**src/rtl/bin2bcd_seq.sv**
```systemverilog
// bin2bcd_seq: sequential binary-to-BCD converter, shift-and-add-3, one bit
// per clock, with start/done handshake, overflow and leading-zero blanking.
//
// Ports:
//   clk      system clock, rising edge
//   rst      asynchronous active-high reset
//   start    request conversion of bin (ignored while busy)
//   bin      WIDTH-bit binary value, sampled on the accepting edge
//   busy     high while converting (state SHIFT)
//   done     one-cycle pulse when bcd/overflow/blank update
//   bcd      DIGITS packed BCD digits, digit 0 in bits [3:0]
//   overflow high when bin >= 10^DIGITS
//   blank    bit k high when digit k is a leading zero; bit 0 always 0
module bin2bcd_seq #(
    parameter int WIDTH  = 8,
    parameter int DIGITS = 3
) (
    input  logic                  clk,
    input  logic                  rst,
    input  logic                  start,
    input  logic [WIDTH-1:0]      bin,
    output logic                  busy,
    output logic                  done,
    output logic [4*DIGITS-1:0]   bcd,
    output logic                  overflow,
    output logic [DIGITS-1:0]     blank
);

    localparam int CW = $clog2(WIDTH + 1);
    localparam int BW = 4 * DIGITS;
    localparam logic [DIGITS-1:0] BLANK_RST = ~DIGITS'(1);

    typedef enum logic {
        IDLE,
        SHIFT
    } state_t;

    state_t            state;
    state_t            state_nx;
    logic [WIDTH-1:0]  bsr;
    logic [BW-1:0]     work;
    logic [BW-1:0]     adj;
    logic [BW-1:0]     work_nx;
    logic              sticky;
    logic              carry;
    logic [CW-1:0]     cnt;
    logic              last;
    logic              seen;
    logic [DIGITS-1:0] blank_nx;

    // Add-3 correction, shift step and final-digit blanking flags.
    always_comb begin
        adj = '0;
        for (int k = 0; k < DIGITS; k++) begin
            if (work[4*k +: 4] >= 4'd5)
                adj[4*k +: 4] = work[4*k +: 4] + 4'd3;
            else
                adj[4*k +: 4] = work[4*k +: 4];
        end
        // Bit leaving the top digit is worth 10^DIGITS: it only marks overflow.
        carry   = adj[BW-1];
        work_nx = {adj[BW-2:0], bsr[WIDTH-1]};
        last    = (cnt == CW'(1));
        seen     = 1'b0;
        blank_nx = '0;
        for (int k = DIGITS - 1; k >= 1; k--) begin
            seen        = seen | (|work_nx[4*k +: 4]);
            blank_nx[k] = ~seen;
        end
    end

    always_ff @(posedge clk or posedge rst) begin
        if (rst)
            state <= IDLE;
        else
            state <= state_nx;
    end

    always_comb begin
        state_nx = state;
        busy     = 1'b0;
        unique case (state)
            IDLE: begin
                if (start)
                    state_nx = SHIFT;
            end
            SHIFT: begin
                busy = 1'b1;
                if (last)
                    state_nx = IDLE;
            end
            default: state_nx = IDLE;
        endcase
    end

    always_ff @(posedge clk or posedge rst) begin
        if (rst) begin
            bsr      <= '0;
            work     <= '0;
            sticky   <= 1'b0;
            cnt      <= '0;
            done     <= 1'b0;
            bcd      <= '0;
            overflow <= 1'b0;
            blank    <= BLANK_RST;
        end else begin
            done <= 1'b0;
            if (state == IDLE) begin
                if (start) begin
                    bsr    <= bin;
                    work   <= '0;
                    sticky <= 1'b0;
                    cnt    <= CW'(WIDTH);
                end
            end else begin
                bsr    <= bsr << 1;
                work   <= work_nx;
                sticky <= sticky | carry;
                cnt    <= cnt - CW'(1);
                if (last) begin
                    bcd      <= work_nx;
                    overflow <= sticky | carry;
                    blank    <= blank_nx;
                    done     <= 1'b1;
                end
            end
        end
    end

endmodule

```
**config.mk**
```make
export PLATFORM = sky130hd
export DESIGN_NAME = bin2bcd_seq
export DESIGN_NICKNAME = d
export VERILOG_FILES = /design/src/rtl/bin2bcd_seq.sv
export SDC_FILE = /design/constraint.sdc
export NUM_CORES = 1
export LEC_CHECK = 0
export ABC_CLOCK_PERIOD_IN_PS = 2000
export BUFFER_PORTS_ARGS = -buffer_cell sky130_fd_sc_hd__buf_2
export CAP_MARGIN = 40
export CORE_AREA = 5 5 116 63
export CTS_CLUSTER_DIAMETER = 40
export CTS_CLUSTER_SIZE = 40
export DETAILED_ROUTE_END_ITERATION = 8
export DIE_AREA = 0 0 121 68
export GPL_ROUTABILITY_DRIVEN = 1
export PLACE_DENSITY_LB_ADDON = 0.3
export SLEW_MARGIN = 20
export SYNTH_ARGS = -nofsm -noshare
export SYNTH_HDL_FRONTEND = slang
export SYNTH_SLANG_ARGS = --single-unit
```
**constraint.sdc**
```tcl
create_clock -name clk -period 2 [get_ports clk]
set_input_delay 0.1 -clock clk [delete_from_list [all_inputs] [get_ports clk]]
set_output_delay 0.1 -clock clk [all_outputs]
set_load 0.05 [all_outputs]
```
# Yosys cells after proc, flatten, opt, wreduce, memory -nomap -nowiden
# Cells that the tools add are included.
[word_totals]
register_bits = 42
latch_bits = 0
ram_bits = 0
rom_bits = 0
inputBits = 11
output_inout_bits = 18
elab_cells = 43
memories = 0
[classes]
add_sub_neg = 4
multipliers = 0
div = 0
order_cmp = 3
eq_ne = 1
n_shift = 0
n_mux = 17
bitwise = 5
reduce_logical = 4
[op_table]
columns = ["op", "count"]
rows = [
  ["two-way mux 12 bit", 2],
  ["two-way mux 4 bit", 5],
  ["two-way mux 8 bit", 2],
  ["adder 4 x 2 -> 4 bit, second input constant", 3],
  ["greater-or-equal comparator 4 x 3 -> 1 bit, second input constant", 3],
  ["OR reduction 4 bit", 2],
  ["two-way mux 1 bit", 7],
  ["== test 4 x 1 -> 1 bit, second input constant", 1],
  ["subtractor 4 x 1 -> 4 bit, second input constant", 1],
  ["NOT 1 bit", 3],
  ["bitwise OR 1 bit", 2],
  ["one-hot mux 1 bit (2 select lines)", 1],
  ["AND reduction 2 bit", 1],
  ["nonzero test 2 bit", 1],
]

# Logic depth before layout (Yosys ltp)
# Gate-level depths: netlist of the first run.
[logic_depth]
ltp_word = 5
ltp_mapped = 6
ltp_nobuf = 6

# Worst setup path after synthesis of the first run
# OpenSTA, ideal clock, no wires.
[synth_timing]
path_kind = "reg-to-reg"
from = "reg work[8]"
to = "reg blank[1]"
setup_ps = 97
arrival_ps = 1599
t_required_ps = 1903
path_slack_ps = 304
stages_incl_launch_ff = 7
period_less_slack_ps = 1696
path_cell_list = "dfrtp_1 -> inv_1 -> ha_1 -> nand2b_1 -> a21oi_2 -> mux2_4 -> o41ai_2"
[synth_via]
elab_chain_cells = 5
word_cells_on_any_way = 6
classes_between = "add/sub: 1; order compare: 1; mux: 1; bitwise: 2; reduce/logical: 1"
[synth_lines]
columns = ["element", "line", "source"]
rows = [
  ["start, declared", "41", "logic [BW-1:0] work;"],
  ["start signal, assigned", "117", "work <= work_nx;"],
  ["adder 4 x 2 -> 4 bit or greater-or-equal comparator 4 x 3 -> 1 bit (tied branches)", "56, 55", ""],
  ["two-way mux 4 bit *", "55", "if (work[4*k +: 4] >= 4'd5)"],
  ["OR reduction 4 bit *", "67", "seen = seen | (|work_nx[4*k +: 4]);"],
  ["bitwise OR 1 bit *", "67", ""],
  ["NOT 1 bit *", "68", "blank_nx[k] = ~seen;"],
  ["end signal, assigned", "123", "blank <= blank_nx;"],
  ["end, declared", "26", "output logic [DIGITS-1:0] blank"],
]
# Mark *: on every way between the ends. The rest lies on a longest branch, timed or not.
# A chain may end at the register's enable or synchronous reset.

# Final worst setup path of the first run
# Same ends and word-level chain as after synthesis.

==> impl_results.md, run 1 <==
- Status: completed
- GR Util All Layers: 11.6%
- Tmin final: about 1.9 ns
- TritonCTS clock tree: built
- Gate power share: about half
- Antenna Nets Post-Route: 0
- Worst-Skew Late Latency: 0.29 ns
- Average wire per standard cell: between 10 and 15 um
- Starting Density: 33.0%
- Endpoint arrival time on the critical path: between 2 and 2.5 ns
- Internal power: approximately 2500 uW
- Post-DP Area: 2340 sq um
- Initial drt markers: 32
- Final Skew: ~0.0048 ns
- Drt drc: 0
- # hold bufs at CTS: 1
- DR pass1 iterations: 4
- Fraction of layout instances using a drive strength above 1: about a fifth
- Setup bufs post-CTS: 0
- Post-CTS Resized: 0
- Post-synthesis cell area: between 2000 and 2500 sq um
- Core Area: ~6300 sq um
- Vias in the first global route: roughly 1500
- Chip width: 121 um
- Sequential fraction of the synthesis area: 50.5%
- Final instance area: around 2500 sq um
- Post-synth cell types: 36
- Lkg Pwr: between 0.001 and 0.0015 uW
- Reg clk slew, reported paths: roughly 0.06 ns
- Top post-synthesis cells by area: dfrtp_1 48%, mux2i_1 8.6%, nand2_1 5.0%, ha_1 4.8%, o21ai_0 4.8%
- Post-synth EDFFs: 0
- DP HPWL: about 3100 um
- Prevailing post-synth register cell: dfrtp_1
- Post-layout nets: approximately 250
- Worst-Margin Slew: 0.537 ns
- Most common cell in the netlist: dfrtp_1
- Clock tree sinks: 42
- Min-delay worst type: in2reg
- Crit Path Class: reg2reg
- Max Clk Rate: about 540 MHz
- Drt total wl: between 4000 and 5000 um
- Io pins: 29
- Synth-to-layout area growth: 19.2%
- Yosys reg bits: 42
- Ant. Diodes: 0
- Pins Over Slew Limit: 0
- Share of the synthesized area in the top cell type: 48.0%
- PortBufs: 27
- Row count: 21
- Sw Share: 44.0%
- Avg Inst Size Synth: a little over 10 sq um
- Setup TNS: 0 ns
- Worst vdd ir: around 0.00071 V
- Total vias in the final route: between 1000 and 1500
- CP Max Fanout: 5
- Max Root-Sink Buffers: 2
- Sequential power share: about a third
- Power Density: 1790 nW/um^2
- Largest net degree at the start of global routing: 43
- Maxcap violations: 0
- Most frequent cells after synthesis: 40 x dfrtp_1, 28 x nand2_1, 20 x o21ai_0, 18 x mux2i_1, 15 x nand2b_1
- Clk pwr share: roughly 18%
- Setup crit end kind: flop
- Final WS setup: roughly 0.13 ns
- Final Hold Fails: 0
- Die area: between 8000 and 9000 sq um
- Vias/cell: around 4.5
- Slew HR: approximately 64%
- NetSw: roughly 2000 uW
- RSZ-0062 raised after global routing: false
- WP data required: roughly 2.2 ns
- Die height: slightly below 70 um
- CTS buffer count: 5
- GP Congestion: 0.745
- Final setup violation count: 0
- Crit start category: flop
- DP Worst Slack: roughly 0.13 ns
- Final cycle utilization of the critical path: 93.4%
- Initial antenna violation count: 0
- Grt ovf: 0
- # H-tree levels: 2
- Synth Instances: between 200 and 250
- CTS root buffer: clkbuf_16
- Post-synth top area cell: dfrtp_1
- Ys async rst share: 100%
- Syn nets: between 200 and 250
- Global-route wire length before repair: around 7000 um
- Synth warnings: 0
- Total power: between 4000 and 5000 uW
## placed cells by master, fill, tap and decap left out, types with 2 or more instances in the layout
cell type | netlist | final
o31ai_1 | 2 | 2
o21ai_0 | 20 | 20
a31oi_1 | 3 | 3
nor3b_1 | 7 | 7
dfstp_2 | 2 | 2
mux2i_1 | 18 | 18
mux2_2 | 4 | 4
dfrtp_1 | 40 | 40
nor2_1 | 5 | 5
xnor2_1 | 3 | 3
nand2b_1 | 15 | 15
clkbuf_1 | 3 | 3
clkbuf_16 | 0 | 5
nand2_1 | 28 | 28
a21o_1 | 2 | 2
inv_1 | 9 | 9
ha_1 | 8 | 8
buf_4 | 1 | 6
a21oi_1 | 8 | 8
buf_2 | 3 | 27
o22a_1 | 2 | 2
nand3_1 | 2 | 2
## through the flow
step | hold slack, ns | instances | util, %
floorplan | 0.256 | 201 | -
global placement | 0.272 | 317 | 37.0
detailed placement | 0.273 | 317 | 37.0
CTS | 0.0600 | 326 | 39.3
global route | 0.0840 | 326 | 39.3
finish | 0.0628 | 326 | 39.3
## state kept, by name (all words and copies together), names as in the netlist
register,flops
bcd,12
work,12
bsr,8
cnt,4
blank,2
done,1
overflow,1
state,1
sticky,1
## layout make-up
| cell class | count | area (sq um) |
|---|---|---|
| well taps | 92 | 115 |
| clock buffers | 8 | 136 |
| inverters | 10 | 37.5 |
| multi-input cells | 140 | 955 |
| flip-flops and latches | 42 | 1050 |
| repair buffers | 34 | 190 |
| fillers | 652 | 3840 |
## metal layers
| metal | part of all wire [%] | GRT usage, % |
|---|---|---|
| met1 | 56 | 16.4 |
| met4 | 1.7 | 4.66 |
| met3 | 4.8 | 3.96 |
| met5 | 0 | 0 |
| met2 | 37 | 16.2 |
## final timing paths
check / start / depth (start not counted) / to / slack (ns)
min in group asynchronous: rst / 4 / work[1] / 0.50
min: bin[0] / 3 / bsr[0] / 0.06
max reg2reg: work[8] / 6 / blank[1] / 0.13
max in group asynchronous: rst / 4 / blank[1] / 1.14
min reg2reg: bcd[7] / 2 / bcd[7] / 0.48
max: work[8] / 6 / blank[1] / 0.13
## critical path: stages (launching register included)
cell,delay [ns]
dfrtp_1,0.42
inv_1,0.11
ha_1,0.21
nand2b_1,0.11
a21oi_2,0.27
mux2_4,0.35
o41ai_2,0.32
## cell families after synthesis
group                    after synthesis  synth area share [%]
XOR/XNOR                               3                  1.26
AND/OR/NAND/NOR                       62                  15.1
buffers and inverters                 19                  3.78
AO/OA/AOI/OAI                         43                  12.9
flip-flops                            42                  50.5
multiplexers                          23                  11.5
adder cells (fa/ha/maj)                8                  4.80
other                                  1                 0.180
## power groups by stage
stage	logic (uW)	clock network, uW	registers, uW
6_report	2140	785	1520
4_1_cts	2180	814	1530
3_5_place_dp	2170	0	1530
2_1_floorplan	1250	0	1930
3_3_place_gp	2120	0	1530
5_1_grt	2380	856	1580
No activity file was read; power rests on OpenSTA's default activity.
==> inputs of run 2 (changes only) <==
- CORE_AREA: 5 5 116 63 -> 5 5 98 54
- DIE_AREA: 0 0 121 68 -> 0 0 103 59
==> run 2 against run 1 <==
Utilization up 17 points. Cell area shrank 3.6%. Total power down 4.1%. Clock skew up 0.0041 ns. Largest cell class unchanged. Highest routed layer unchanged.
==> impl_results.md, run 2 (synthesized netlist as in run 1, its figures left out) <==
- Status: completed
- Worst reg2reg path startpoint: work[8]
- Worst-Margin Slew: 0.533 ns (-0.00419 ns)
- Worst-Skew Late Latency: 0.29 ns (about the same)
- TritonCTS clock tree: built
- Drt drc: 0 (unchanged)
- Core Util, Final: 55.8% (+17 points)
- Flop-to-flop setup slack: 0.17 ns (+0.04 ns)
- Ant. Diodes: 0 (unchanged)
- Hold Path Sink: bsr[0]
- Chip width: 103 um (-15%)
- DP HPWL: 2680 um (-13%)
- Io pins: 29 (unchanged)
- GR Util All Layers: 14.5% (+2.9 points)
- Most frequent cells in the layout: 40 x dfrtp_1, 28 x nand2_1, 27 x buf_2
- Final Skew: 0.00893 ns (+0.00415 ns)
- Die height: 59 um (-13%)
- DP Worst Slack: 0.214 ns (+0.0857 ns)
- Worst vdd ir: 0.000603 V (-15%)
- Slew HR: 64.5% (+0.28 points)
- Cell Count, Final, Fillers Out: 289 (-11%)
- Endpoint arrival time on the critical path: 2.03 ns (-0.03 ns)
- Reg clk slew, reported paths: 0.08 ns (+0.02 ns)
- Tmin final: 1.83 ns (-0.0430 ns)
- Die area: 6080 sq um (-26%)
- Global-route wire length before repair: 6790 um (-5.7%)
- Crit start category: flop
- GP Congestion: 0.748 (+0.31%)
- Vias/cell: 5.27 (+17%)
- Pins Over Slew Limit: 0 (unchanged)
- Lkg Pwr: 0.00118 uW (-1.8%)
- Starting Density: 48.6% (+16 points)
- Clock tree sinks: 42 (unchanged)
- Setup TNS: 0 ns (unchanged)
- Placed Cells: 280 (-12%)
- Max Clk Rate: 548 MHz (+2.4%)
- Power Density: 1780 nW/um^2 (-0.51%)
- Initial drt markers: 44 (+38%)
- Total vias in the final route: 1522 (+3.7%)
- CP Max Fanout: 5 (unchanged)
- Fraction of layout instances using a drive strength above 1: 21.1% (-0.25 points)
- PortBufs: 27 (unchanged)
- Grt ovf: 0 (unchanged)
- Most common cell after layout, fill and taps aside: dfrtp_1
- Final cycle utilization of the critical path: 91.3% (-2.2 points)
- Antenna Nets Post-Route: 0 (unchanged)
- Largest net degree at the start of global routing: 43 (unchanged)
- Hold_sp: bin[0]
- Post-layout nets: 250 (-0.79%)
- WP data required: 2.20 ns (about the same)
- CTS root buffer: clkbuf_8
- Average wire per standard cell: 13.3 um (+1.1%)
- # H-tree levels: 2 (unchanged)
- Core Area: 4300 sq um (-32%)
- Reg2reg end: blank[1]
- RSZ-0062 raised after global routing: false
- Vias in the first global route: 1459 (-0.75%)
- Maxcap violations: 0 (unchanged)
- Final Hold Fails: 0 (unchanged)
- Crit Path Class: reg2reg
- Setup crit end kind: flop
- CTS buffer count: 5 (unchanged)
- Hold Path Stages: 3 (unchanged)
- Final setup violation count: 0 (unchanged)
- Largest regs: bcd x12, work x12, bsr x8
- Max Root-Sink Buffers: 2 (unchanged)
- Post-CTS Resized: 0 (unchanged)
- Worst reg-to-reg path cell count: 6 (unchanged)
- DR pass1 iterations: 4 (unchanged)
- Final WS setup: 0.175 ns (+0.0430 ns)
- Synth-to-layout area growth: 14.9%
- Row count: 17 (-19%)
- Initial antenna violation count: 0 (unchanged)
- Drt total wl: 3840 um (-10%)
- Min-delay worst type: in2reg
[run 2: worst max path at each step]
stage | start | end | slack (ns)
floorplan | work[8] | blank[1] | 0.30
global placement | work[8] | blank[1] | 0.27
detailed placement | work[8] | blank[1] | 0.21
CTS | work[8] | blank[1] | 0.18
global route | work[8] | blank[1] | 0.01
finish | work[8] | blank[1] | 0.17
[run 2: cell type report]
| class | instances | area, sq um |
|---|---|---|
| Clock buffer | 7 | 76.3 |
| Clock inverter | 1 | 30.0 |
| Fill cell | 391 | 1900 |
| Inverter | 10 | 37.5 |
| Multi-Input combinational cell | 140 | 955 |
| Sequential cell | 42 | 1050 |
| Tap cell | 57 | 71.3 |
| Timing Repair Buffer | 32 | 175 |
[run 2: timing repair]
item                                   CTS  global route
buffers inserted                         0             0
endpoints found under the hold margin   40             0
hold buffers                             1             0
[run 2: routing by layer]
metal,track usage [%],vias up,share of wire (%)
met5,0,-,0
met4,6.09,0,1.5
met3,4.11,8,5.1
met2,22.9,36,44
met1,18.9,731,49
li1,-,747,-
[run 2: through the flow]
stage	hold WS (ns)	cell area [sq um]	power, uW
after floorplan	0.256	2090	3180
after global placement	0.264	2280	3560
after detailed placement	0.270	2280	3650
after CTS	0.0567	2400	4320
after global routing	0.0632	2400	4620
final	0.0657	2400	4270
[run 2: critical path, stage by stage, from the launching register on]
cell and delay (ns):
dfrtp_1 0.43, inv_1 0.11, ha_1 0.19, nand2b_1 0.10
a21oi_2 0.26, mux2_4 0.34, o41ai_2 0.32
[run 2: power by group]
group          internal [uW]  leakage, uW  switching [uW]
logic                    791     0.000612            1320
clock network            374    0.0000524             279
registers               1220     0.000521             290
